<file path="src/rtl/prbs_popcnt.sv">
// Registered population count of a W-bit vector; one clock of latency.
module prbs_popcnt #(
    parameter  int W  = 32,
    localparam int CW = $clog2(W + 1)
) (
    input  logic          clk_i,
    input  logic          rst_n_i,
    input  logic [W-1:0]  vec_i,
    output logic [CW-1:0] cnt_o
);

    logic [CW-1:0] cnt_d;
    logic [CW-1:0] cnt_q;

    always_comb begin
        cnt_d = '0;
        for (int i = 0; i < W; i++) begin
            cnt_d = cnt_d + CW'(vec_i[i]);
        end
    end

    always_ff @(posedge clk_i or negedge rst_n_i) begin
        if (!rst_n_i) begin
            cnt_q <= '0;
        end else begin
            cnt_q <= cnt_d;
        end
    end

    assign cnt_o = cnt_q;

endmodule

</file>
<file path="config.mk">
export PLATFORM = sky130hd
export DESIGN_NAME = prbs_popcnt
export DESIGN_NICKNAME = d
export VERILOG_FILES = /design/src/rtl/prbs_popcnt.sv
export SDC_FILE = /design/constraint.sdc
export NUM_CORES = 1
export LEC_CHECK = 0
export ABC_CLOCK_PERIOD_IN_PS = 800
export BUFFER_PORTS_ARGS = -buffer_cell sky130_fd_sc_hd__buf_2
export CAP_MARGIN = 20
export CORE_MARGIN = 1
export CORE_UTILIZATION = 47
export DETAILED_ROUTE_END_ITERATION = 8
export GPL_TIMING_DRIVEN = 0
export PLACE_DENSITY_LB_ADDON = 0.3
export SLEW_MARGIN = 10
export SYNTH_ARGS = -nofsm -noshare
export SYNTH_HDL_FRONTEND = slang
export SYNTH_SLANG_ARGS = --single-unit
</file>
<file path="constraint.sdc">
create_clock -name clk_i -period 0.8 [get_ports clk_i]
set_clock_uncertainty 0.15 [all_clocks]
set_input_delay 0.04 -clock clk_i [delete_from_list [all_inputs] [get_ports clk_i]]
set_output_delay 0.04 -clock clk_i [all_outputs]
set_load 0.02 [all_outputs]
</file>
==> results.yml <==
yosys:
  combined_area_of_all_synthesized_cells_um2: 908
  ys_ff_latch: 6
  synth.lib_cells_used.distinct: 12
  synth_area_per_cell_um2: 11.5
  synth_cells: 79
  synth.net_count: 144
  post_synth_main_area_contributors: "sky130_fd_sc_hd__fa_1, sky130_fd_sc_hd__dfrtp_1, sky130_fd_sc_hd__inv_1, sky130_fd_sc_hd__ha_1, sky130_fd_sc_hd__a21oi_2"
  synth-warning-count: 0
  yosysSeqAreaShare: 0.165
  synth.largest_area_cell: "sky130_fd_sc_hd__fa_1"
  synth_top_area_share: 0.529
grt:
  grt_usage: 0.176
  grt_pass1_wl_um: 2540
  grt_pass1_vias: 662
  globalRoute.totalOverflow: 0
  grt_start_max_net_pins: 7
  grt_antenna_before_repair: 0
timing:
  min_period_over_period: 5.32
  finalMaxSlewViolations: 0
  max_freq_ghz: 0.235
  timing.hold.ws_ps: -94.7
  setup_ws_ps: -3450
  grt_setup_unrepaired: "yes"
  finalHoldViolCount: 1
  tightestPinTransition_ps: 202
  slew-limit-headroom: 0.865
  final_min_period_ps: 4250
  final-setup-viol-count: 12
finish:
  largest_reg_flops: 6
  antenna_cells_inserted: 0
  finish.instance_area_um2: 1290
  layout.nets: 192
  area_growth_pct: 42.0
  fillCellCount: 151
  fraction_of_final_layout_cells_with_drive_strength_greater_than_1: 0.496
  post_layout_nonfiller_instances: 150
  postLayoutCoreUtil: 0.731
drt:
  drtPass1Iterations: 3
  route.detailed.drc: 0
  drt_iter0_drc: 2
  wl_per_cell_um: 10.3
  via_per_inst: 4.37
  routed-via-count: 655
  final_antenna_net_count: 0
  routed_wirelength_um: 1550
setup_path:
  critical_path_peak_fanout: 2
  crit_path_max_incr_delay_ps: 590
  timing.critical_path.mode_cell: "sky130_fd_sc_hd__inv_2"
  cp_num_cells: 17
  critical-path-top-delay-family: "adder cells"
  worst_ep_arrival_time_ps: 4260
  worstPathBufferInverterCount: 6
  worst_ep_required_time_ps: 810
  cpMaxStageDelayCell: "sky130_fd_sc_hd__fa_1"
  cp_cell_sequence: "buf_6, inv_2, fa_1, inv_2, fa_2, fa_1, fa_2, fa_1, inv_2, fa_1, inv_2, ha_4, inv_2, fa_2, nand2b_4, a21oi_2, xor2_1"
  path_class: "in2reg"
  startpoint_type: "input pin"
  endpoint_kind: "flip-flop"
placement:
  place_inst: 143
  place_ws_ps: -3750
  gp_routability_congestion: 0.634
  numPortBuffers: 39
  dp.final_hpwl_um: 1420
  placed_area_um2: 1150
cts:
  cts_tree: "built"
  cts-buffers-inserted: 3
  cts.hold.buffers_added: 1
  number_of_h_tree_levels: 1
  cts.clk_slew.worst_paths_ps: 40
  clock_sinks: 6
  ctsLongestPathBuffers: 2
  ctsRootBufferMaster: "sky130_fd_sc_hd__clkbuf_4"
power:
  leakage_nw: 0.695
  switching_part_of_the_total_power: 0.449
  sw_power_mw: 2.85
  vdd_ir_drop_max_v: 0.00367
  power_consumption_mw: 6.36
  power_density_nw_per_um2: 4930
  power.share.sequential: 0.095
  power_frac_comb: 0.864
  power.clock.fraction: 0.041
  cell_internal_pwr_mw: 3.51
floorplanning:
  coreArea_um2: 1760
  initial_core_utilization: 0.515
  die_w_um: 46.0
  die-area_um2: 2110
  std_cell_rows: 15
  i_o_pin_total: 40
  die_h_um: 46.0
hold_path:
  min_path_type: "in2reg"
  worstHoldPathCells: 2
job:
  maxCapViolations: 0
run_status:
  status: "complete, but fails checks"
  violations: "negative hold slack, negative setup slack"
area by class of cell:
| class | instances | area (µm²) | area share |
|---|---|---|---|
| multi-input cells | 43 | 678 | 0.526 |
| flip-flops and latches | 6 | 150 | 0.116 |
| well taps | 25 | 31.3 | 0.0242 |
| repair buffers | 43 | 288 | 0.223 |
| inverters | 30 | 120 | 0.0931 |
| clock buffers | 3 | 22.5 | 0.0175 |
cell usage after synthesis:
| master | instances |
|---|---|
| sky130_fd_sc_hd__a21o_1 | 1 |
| sky130_fd_sc_hd__a21oi_2 | 2 |
| sky130_fd_sc_hd__dfrtp_1 | 6 |
| sky130_fd_sc_hd__fa_1 | 24 |
| sky130_fd_sc_hd__ha_1 | 7 |
| sky130_fd_sc_hd__inv_1 | 30 |
| sky130_fd_sc_hd__nand2_1 | 2 |
| sky130_fd_sc_hd__nand2b_1 | 1 |
| sky130_fd_sc_hd__nor2_1 | 2 |
| sky130_fd_sc_hd__o21ai_0 | 1 |
| sky130_fd_sc_hd__xnor2_1 | 2 |
| sky130_fd_sc_hd__xor2_1 | 1 |
cells in the final DEF, fill, tap and decap left out:
master	n
sky130_fd_sc_hd__buf_2	30
sky130_fd_sc_hd__inv_1	22
sky130_fd_sc_hd__fa_1	19
sky130_fd_sc_hd__buf_6	10
sky130_fd_sc_hd__inv_2	7
sky130_fd_sc_hd__ha_1	6
sky130_fd_sc_hd__dfrtp_1	6
sky130_fd_sc_hd__fa_2	5
sky130_fd_sc_hd__clkbuf_4	3
sky130_fd_sc_hd__a21oi_2	2
sky130_fd_sc_hd__xnor2_1	2
sky130_fd_sc_hd__nor2_1	2
sky130_fd_sc_hd__nand2_1	2
sky130_fd_sc_hd__buf_4	2
sky130_fd_sc_hd__inv_8	1
sky130_fd_sc_hd__a21o_1	1
sky130_fd_sc_hd__nand2b_4	1
sky130_fd_sc_hd__xor2_1	1
sky130_fd_sc_hd__o21ai_1	1
sky130_fd_sc_hd__ha_4	1
sky130_fd_sc_hd__dlygate4sd3_1	1
metal layers:
layer / GRT usage / part of all wire / up-vias
met5: 0 / 0 / -
met1: 0.182 / 0.30 / 325
met4: 0.0176 / 0 / 0
li1: - / - / 310
met3: 0.0635 / 0.054 / 0
met2: 0.344 / 0.64 / 20
cell families after synthesis:
logic type               count (synthesis)  share of synthesized area
adder cells (fa/ha/maj)                 31                      0.625
buffers and inverters                   30                      0.124
flip-flops                               6                      0.165
AND/OR/NAND/NOR                          5                     0.0234
AO/OA/AOI/OAI                            4                     0.0331
XOR/XNOR                                 3                     0.0289
per-stage QoR:
step | hold WS, ps | setup TNS [ps]
after floorplan | -406 | -19260
after global placement | -290 | -20760
after detailed placement | -284 | -21010
after CTS | -108 | -20120
after global routing | -104 | -21240
final | -94.7 | -20340
power by group through the flow:
stage | clock network, mW | logic [mW] | registers, mW
after CTS | 0.277 | 5.46 | 0.604
after global placement | 0 | 4.69 | 0.578
after global routing | 0.303 | 6.23 | 0.614
after detailed placement | 0 | 4.82 | 0.579
final | 0.264 | 5.50 | 0.603
after floorplan | 0 | 3.74 | 0.780
final timing paths:
path,start,end,slack [ps]
min in group asynchronous,rst_n_i,cnt_o[2],20
max in group asynchronous,rst_n_i,cnt_o[3],340
worst min-delay path,vec_i[2],cnt_o[0],-90
worst max-delay path,vec_i[3],cnt_o[4],-3450
what timing repair did:
item	CTS	global route
endpoints found under the hold margin	7	1
setup buffers	2	1
setup endpoints to repair	12	12
pin swaps	17	14
resized for setup	24	5
(Power assumes the default switching activity.)
